==> src/rtl/tk_lfsr_stepper.sv <==
// Tweakey-lane LFSR stepper for the Skinny-128-384 tweakey schedule.
// A request carries a lane of LANE_BYTES bytes, a direction (LFSR2 forward
// or LFSR3 inverse) and a step count. The lane is advanced by up to
// STEPS_PER_CYCLE steps per clock until the count is used up. The result is
// then held until the consumer takes it.
//
// Handshake: a transfer happens on a rising edge where valid and ready are
// both high. in_ready is high only in IDLE. out_valid is high only in DONE,
// and out_data stays stable until the edge that sees out_ready high.
module tk_lfsr_stepper #(
    parameter int LANE_BYTES      = 16,
    parameter int STEPS_PER_CYCLE = 1,
    parameter int CNT_W           = 6
) (
    input  logic                    clk,
    input  logic                    rst_n,
    input  logic                    in_valid,
    output logic                    in_ready,
    input  logic [8*LANE_BYTES-1:0] in_data,
    input  logic                    in_mode,
    input  logic [CNT_W-1:0]        in_count,
    output logic                    out_valid,
    input  logic                    out_ready,
    output logic [8*LANE_BYTES-1:0] out_data,
    output logic                    busy
);

    localparam int LW = 8 * LANE_BYTES;

    // The unrolled step chain only supports these widths.
    generate
        if (!(STEPS_PER_CYCLE == 1 || STEPS_PER_CYCLE == 2 || STEPS_PER_CYCLE == 4)) begin : g_bad_steps
            $error("tk_lfsr_stepper: STEPS_PER_CYCLE must be 1, 2 or 4");
        end
    endgenerate

    typedef enum logic [1:0] {
        IDLE = 2'd0,
        RUN  = 2'd1,
        DONE = 2'd2
    } state_t;

    state_t           state, state_nxt;
    logic [LW-1:0]    lane_q, lane_nxt;
    logic [CNT_W-1:0] rem_q, rem_nxt;
    logic [CNT_W-1:0] k;
    logic             mode_q, mode_nxt;
    logic [LW-1:0]    chain [0:STEPS_PER_CYCLE];

    // One LFSR step on every byte of the lane. The bytes step in parallel.
    // mode 0: LFSR2 {x6..x0, x7^x5}. mode 1: LFSR3 {x0^x6, x7..x1}.
    // LFSR3 undoes LFSR2, and 0x00 is a fixed point of both.
    function automatic logic [LW-1:0] lane_step(input logic [LW-1:0] v, input logic mode);
        logic [LW-1:0] r;
        logic [7:0]    b;
        r = '0;
        for (int i = 0; i < LANE_BYTES; i++) begin
            b = v[8*i +: 8];
            if (mode) begin
                r[8*i +: 8] = {b[0] ^ b[6], b[7:1]};
            end else begin
                r[8*i +: 8] = {b[6:0], b[7] ^ b[5]};
            end
        end
        return r;
    endfunction

    // Unrolled k-step chain. Stage j steps the lane only if j < remaining.
    // This lets the last partial cycle apply fewer than STEPS_PER_CYCLE steps.
    always_comb begin
        chain[0] = lane_q;
        for (int j = 0; j < STEPS_PER_CYCLE; j++) begin
            if (j < int'({1'b0, rem_q})) begin
                chain[j+1] = lane_step(chain[j], mode_q);
            end else begin
                chain[j+1] = chain[j];
            end
        end
    end

    // Steps consumed this cycle: min(STEPS_PER_CYCLE, remaining).
    always_comb begin
        if (int'({1'b0, rem_q}) < STEPS_PER_CYCLE) begin
            k = rem_q;
        end else begin
            k = CNT_W'(STEPS_PER_CYCLE);
        end
    end

    // State, lane, remaining count and mode registers.
    always_ff @(posedge clk or negedge rst_n) begin
        if (!rst_n) begin
            state  <= IDLE;
            lane_q <= '0;
            rem_q  <= '0;
            mode_q <= 1'b0;
        end else begin
            state  <= state_nxt;
            lane_q <= lane_nxt;
            rem_q  <= rem_nxt;
            mode_q <= mode_nxt;
        end
    end

    // Next-state and handshake logic. The request inputs are looked at only
    // in IDLE.
    always_comb begin
        state_nxt = state;
        lane_nxt  = lane_q;
        rem_nxt   = rem_q;
        mode_nxt  = mode_q;
        in_ready  = 1'b0;
        out_valid = 1'b0;
        case (state)
            IDLE: begin
                in_ready = 1'b1;
                if (in_valid) begin
                    lane_nxt  = in_data;
                    mode_nxt  = in_mode;
                    rem_nxt   = in_count;
                    state_nxt = (in_count == '0) ? DONE : RUN;
                end
            end
            RUN: begin
                lane_nxt = chain[STEPS_PER_CYCLE];
                rem_nxt  = rem_q - k;
                if (rem_q == k) begin
                    state_nxt = DONE;
                end
            end
            DONE: begin
                out_valid = 1'b1;
                if (out_ready) begin
                    state_nxt = IDLE;
                end
            end
            default: begin
                state_nxt = IDLE;
            end
        endcase
    end

    assign out_data = lane_q;
    assign busy     = (state != IDLE);

endmodule

==> config.mk <==
export PLATFORM = sky130hd
export DESIGN_NAME = tk_lfsr_stepper
export DESIGN_NICKNAME = d
export VERILOG_FILES = /design/src/rtl/tk_lfsr_stepper.sv
export SDC_FILE = /design/constraint.sdc
export NUM_CORES = 1
export LEC_CHECK = 0
export CAP_MARGIN = 20
export CORE_UTILIZATION = 41
export DETAILED_ROUTE_END_ITERATION = 8
export HOLD_SLACK_MARGIN = 0.03
export PLACE_DENSITY = 0.88
export SYNTH_ARGS = -nofsm -noshare
export SYNTH_HDL_FRONTEND = slang
export SYNTH_SLANG_ARGS = --single-unit
export TNS_END_PERCENT = 5
==> constraint.sdc <==
create_clock -name clk -period 1.99 [get_ports clk]
set_input_delay 0.199 -clock clk [delete_from_list [all_inputs] [get_ports clk]]
set_output_delay 0.199 -clock clk [all_outputs]
set_load 0.05 [all_outputs]
==> impl_metrics.env <==
export IMPL_drive_gt1_share_pct=13.5
export IMPL_grt_pass1_wl_microns=37400
export IMPL_tightest_slew_ns=0.561
export IMPL_path_cells="clkdlybuf4s50_1"
export IMPL_cts_buffers_inserted=17
export IMPL_start_util_pct=42.5
export IMPL_fin_nets=1078
export IMPL_fp_dieW_microns=137
export IMPL_synth_top_family_by_area="compound AO/OA/AOI/OAI gates"
export IMPL_relSlewSlack_pct=62.5
export IMPL_syn_to_final_growth_pct=48.6
export IMPL_finalCritPeriodShare_pct=96.3
export IMPL_synth_xor_area_share_pct=3.77
export IMPL_cts_num_sinks=137
export IMPL_worstSetupStartpointType="flop"
export IMPL_die_y_microns=137
export IMPL_critical_path_arrival_ns=1.72
export IMPL_end_kind="output port"
export IMPL_maxCapViolCount=0
export IMPL_drt_first_iter_violations=373
export IMPL_yosys_area_top_type="dfrtp_1"
export IMPL_status="complete, no violations"
export IMPL_postCtsSetupRepairBufs=0
export IMPL_critical_path_class="flop to output port"
export IMPL_synth_simple_gate_area_share_pct=9.28
export IMPL_core_sq_um=17500
export IMPL_die_area_sq_um=18700
export IMPL_hold_slack_ns=0.284
export IMPL_finClkSkew_ns=0.0118
export IMPL_cts_tree="done"
export IMPL_grt_most_used_layer="met2"
export IMPL_dr_total_vias=6828
export IMPL_use_met1_pct=33.3
export IMPL_synth_adder_area_share_pct=0.168
export IMPL_grt_use_met2_pct=41.2
export IMPL_slew_violations=0
export IMPL_grt_usage_pct=26.0
export IMPL_crit_fanout=4
export IMPL_gp_congestion=0.907
export IMPL_htree_levels=4
export IMPL_ant_nets=0
export IMPL_cts_root_buf="clkbuf_16"
export IMPL_cp_num_buf_inv=1
export IMPL_route_final_wire_length_microns=23700
export IMPL_synth_edf_count=0
export IMPL_clock_path_buffers=2
export IMPL_syn_inst=681
export IMPL_crit_slowest_cell="clkdlybuf4s50_1"
export IMPL_grt_antenna_before_repair=2
export IMPL_grt_max_degree=61
export IMPL_synthMuxAreaShare_pct=15.2
export IMPL_ys_ff_latch=137
export IMPL_grt_pass1_vias=6795
export IMPL_fin_crit_ns=1.92
export IMPL_hp_class="input pin to async pin"
export IMPL_dr_pass1_iters=5
export IMPL_port_buffers=269
export IMPL_max_freq_mhz=522
export IMPL_vias_per_cell=5.80
export IMPL_async_reset_ff_share_pct=100
export IMPL_clock_latency_ns=0.41
export IMPL_gr_total_overflow=0
export IMPL_yosysMostFrequentCell="dfrtp_1"
export IMPL_rsz0062_at_grt="false"
export IMPL_hpwlAfterDp_microns=16300
export IMPL_rows=48
export IMPL_synth_ff_type="dfrtp_1"
export IMPL_use_met3_pct=7.96
export IMPL_cp_top_family="buffers and inverters"
export IMPL_tns_ns=0
export IMPL_setup_violations=0
export IMPL_synth_area_top_cells="dfrtp_1, mux2i_1, o221a_2, o221a_1, nand2_1"
export IMPL_avgSynthCellArea_sq_um=10.9
export IMPL_ys_warn_count=0
export IMPL_clk_pin_slew_ns=0.06
export IMPL_synth_yosys_seq_area_share_pct=46.1
export IMPL_synth_top_area_share_pct=46.1
export IMPL_wl_per_cell_microns=20.2
export IMPL_critPathRequiredTime_ns=1.79
export IMPL_ios=270
export IMPL_synth_compound_area_share_pct=20.3
export IMPL_synth_cell_types=38
export IMPL_synth_top_cells_by_count="dfrtp_1, nand2_1, mux2i_1"
export IMPL_syn_nets=821
export IMPL_drc=0
export IMPL_syn_area_sq_um=7430
export IMPL_finalHoldViolCount=0
export IMPL_max_stage_delay_ns=0.86
-- stage by stage --
step           setup WS (ns)  util, %  instances  cell area, sq um
2_1_floorplan         0.0190        -        681              7440
3_3_place_gp           0.134     59.7       1143             10400
3_5_place_dp          0.0916     59.7       1143             10400
4_1_cts               0.0376     63.1       1176             11000
5_1_grt               0.0152     63.2       1176             11000
6_report              0.0739     63.2       1177             11000
-- layout make-up --
class	count	area (sq um)
flip-flops and latches	137	3430
clock inverters	11	121
repair buffers	297	3020
fillers	1327	6430
clock buffers	21	470
inverters	18	71.3
well taps	225	282
multi-input cells	467	3640
diodes	1	2.50
-- sequential cells by signal, indices dropped and copies added (netlist names) --
name,cells
out_data,128
state,2
rem_q,6
mode_q,1
-- per-layer routing --
metal | share of wire, % | wire length, microns | vias up
met5 | 0.055 | 13 | -
met4 | 1.9 | 452 | 2
met3 | 8.1 | 1920 | 38
met2 | 48 | 11300 | 297
met1 | 42 | 10100 | 3422
li1 | - | - | 3069
-- placed cells by master, fill, tap and decap left out, types with 9 or more instances in the layout --
| cell | count |
|---|---|
| mux2i_1 | 113 |
| nand2_1 | 119 |
| buf_12 | 9 |
| o221a_2 | 56 |
| xnor2_1 | 16 |
| a21oi_1 | 18 |
| clkdlybuf4s50_1 | 260 |
| clkbuf_16 | 17 |
| xor2_1 | 16 |
| inv_1 | 17 |
| buf_4 | 20 |
| dfrtp_1 | 136 |
| o22ai_1 | 17 |
| a221o_1 | 18 |
| o221a_1 | 40 |
| nor2_1 | 19 |
-- logic make-up (layout without fill, tap and decap cells) --
kind of cell | after synthesis | in the layout
and+or+nand+nor | 165 | 165
DFF | 137 | 137
AOI/OAI and AO/OA | 156 | 156
buffers and inverters | 77 | 347
other | 0 | 1
xor gates and xnor gates | 32 | 32
adders and majority gates | 1 | 1
muxes | 113 | 113
-- worst paths after layout --
kind                       slack, ns          from            to  depth (start not counted)
min in group clk                0.41   in_count[3]      rem_q[3]                          3
max reg2reg                     0.13      rem_q[2]  out_data[96]                          5
min reg2reg                     0.55      rem_q[3]      rem_q[3]                          2
min                             0.28         rst_n      state[1]                          2
max                             0.07  out_data[71]  out_data[71]                          1
max in group asynchronous       1.08         rst_n  out_data[72]                          3
-- repair_timing --
action                     CTS  global route
hold buffers                 1             0
setup endpoints to repair    2             9
gates cloned                 0             0
hold endpoints to repair    37             0
gates resized for setup      2             4
Power is left out: the tool's default activity adds up to more than one toggle a clock period on the data nets, which glitch-free logic cannot reach.
==> RTL change (same flow settings) <==
Change the parameter `CNT_W` from 6 to 8.
--- a/src/rtl/tk_lfsr_stepper.sv
+++ b/src/rtl/tk_lfsr_stepper.sv
@@ -12,3 +12,3 @@
     parameter int STEPS_PER_CYCLE = 1,
-    parameter int CNT_W           = 6
+    parameter int CNT_W           = 8
 ) (
Interface: changed (resized in_count); port bits go from 270 to 272. The function was not compared with the original's and may differ.
==> RTL change against the original RTL <==
  * Final area is 13% higher
  * Synthesized cell count grew 32%
  * Sequential share of layout area down 3.2 points
  * Routed wire length increased by 0.38%
  * Sequential cell count rose by 2
  * Hold slack better by 0.0097 ns
  * Setup slack lost 0.012 ns
  * Die area increased by 14%
  * Register-to-register slack worse by 0.07 ns
  * Core utilization fell by 1.3 points
  * Area after synthesis increased by 14%
  * Critical path type is now reg2reg
  * Largest cell class unchanged
Power is left out: the tool's default activity adds up to more than one toggle a clock period on the data nets, which glitch-free logic cannot reach.
==> RTL change: results (changes against the original RTL) <==
[outcome]
status = finished, final reports clean

[placed_design]
gp_congestion = 0.864  ; -4.7%
io_buffers = 271  ; +0.74%
hpwlAfterDp_um = 16700  ; +2.5%
dpl_cell_area_um2 = 11600  ; +12%
dp_slack_ns = 0.0206  ; -0.0709 ns

[logic_synthesis]
synth_nets = 1042  ; +27%
synth_commonest_cells = mux2i_1, dfrtp_1, a21oi_1
synth_area_leaders = dfrtp_1, mux2i_1, a21oi_1
yosys_warnings = 0  ; unchanged
ys_seq_area_share_pct = 41.0  ; -5.1 points
async_flop_share_pct = 100  ; unchanged
synth_cell_types = 41  ; +7.9%

[route]
drt_iter0_markers = 329  ; -12%
vias_per_cell = 5.08  ; -12%
wl_um = 23800  ; +0.38%
first_pass_iters = 4  ; -1

[timing]
skew_ns = 0.00815  ; -0.00361 ns
slew_headroom_pct = 61.8  ; -0.74 points
period_minus_slack_ns = 1.93  ; +0.0123 ns
slew_viol_final = 0  ; unchanged

[critical_path]
worstSetupPathType = reg2reg
cp_top_family = simple AND/OR/NAND/NOR gates
rrSetupSlack_ns = 0.06  ; -0.07 ns
worstRegToRegCells = 6  ; +1
startpoint = rem_q[6]
path_max_fanout = 19  ; +15
crit_path_top_delay_cell = dfrtp_2
r2r_end = out_data[127]
arrival_ns = 2.22  ; +0.50 ns
slowest_delay_ns = 0.46  ; -0.40 ns

[clock_tree]
cts_buffers = 17  ; unchanged
max-clock-path-buffers = 2  ; unchanged
cts.htree.levels = 4  ; unchanged
clk_pin_slew_worst_paths_ns = 0.06  ; about the same
ctsRootBufferMaster = clkbuf_16

[finish]
n_antenna_cell = 0  ; -1
largest_reg_flops = 128  ; unchanged
layout-drive-gt1-share_pct = 9.91  ; -3.6 points
nets = 1330  ; +23%
fill_cells = 1588  ; +20%

[global_route]
grt_pass1_vias = 7432  ; +9.4%
grt_use_total_pct = 22.1  ; -3.9 points
antenna_found_initial = 0  ; -2
grt_max_degree = 75  ; +23%
grt_pass1_wl_um = 38000  ; +1.6%

RTL change: cell types whose count changed in the layout (fill, tap and decap cells not counted), moves of 26 or more:
cell,unedited run,this run
o21ai_0,4,37
o221a_2,56,0
nand2_1,119,59
inv_1,17,99
mux2i_1,113,208
buf_4,20,46
nor2_1,19,97
a21oi_1,18,100
o221a_1,40,0
RTL change: through the flow:
step	hold WS, ns	TNS (ns)	instances
2_1_floorplan	-0.0966	0	900
3_3_place_gp	0.161	0	1423
3_5_place_dp	0.167	0	1423
4_1_cts	0.289	-0.00138	1456
5_1_grt	0.322	-0.420	1471
6_report	0.294	0	1471
RTL change: cell families (layout without fill, tap and decap cells):
logic type               count (synthesis)  after routing  share of synthesized area [%]
multiplexers                           241            241                           28.9
AND/OR/NAND/NOR                        179            179                           8.86
buffers and inverters                  158            459                           8.36
AO/OA/AOI/OAI                          150            150                           9.36
flip-flops                             139            139                           41.0
XOR/XNOR                                32             32                           3.31
adder cells (fa/ha/maj)                  1              1                          0.148
RTL change: area by class of cell:
cell class              instances  area, um^2  share of cell area, %
clock inverters                14         267                   2.13
repair buffers                328        3290                   26.2
multi-input cells             603        4350                   34.7
well taps                     270         338                   2.70
flip-flops and latches        139        3490                   27.8
clock buffers                  18         429                   3.43
inverters                      99         372                   2.97
RTL change: routing by layer:
layer | part of all wire, % | GRT usage, % | up-vias
met2 | 51 | 38.3 | 250
met5 | 0 | 0 | -
li1 | - | - | 3590
met4 | 1.2 | 6.00 | 0
met1 | 42 | 27.9 | 3619
met3 | 5.2 | 4.29 | 20
RTL change: repair_timing:
item,CTS,global route
gates cloned,0,1
pin swaps,0,2
gates resized for setup,2,13
endpoints found under the hold margin,40,0
endpoints found under the setup margin,2,106
buffers inserted,0,14
hold buffers,1,0
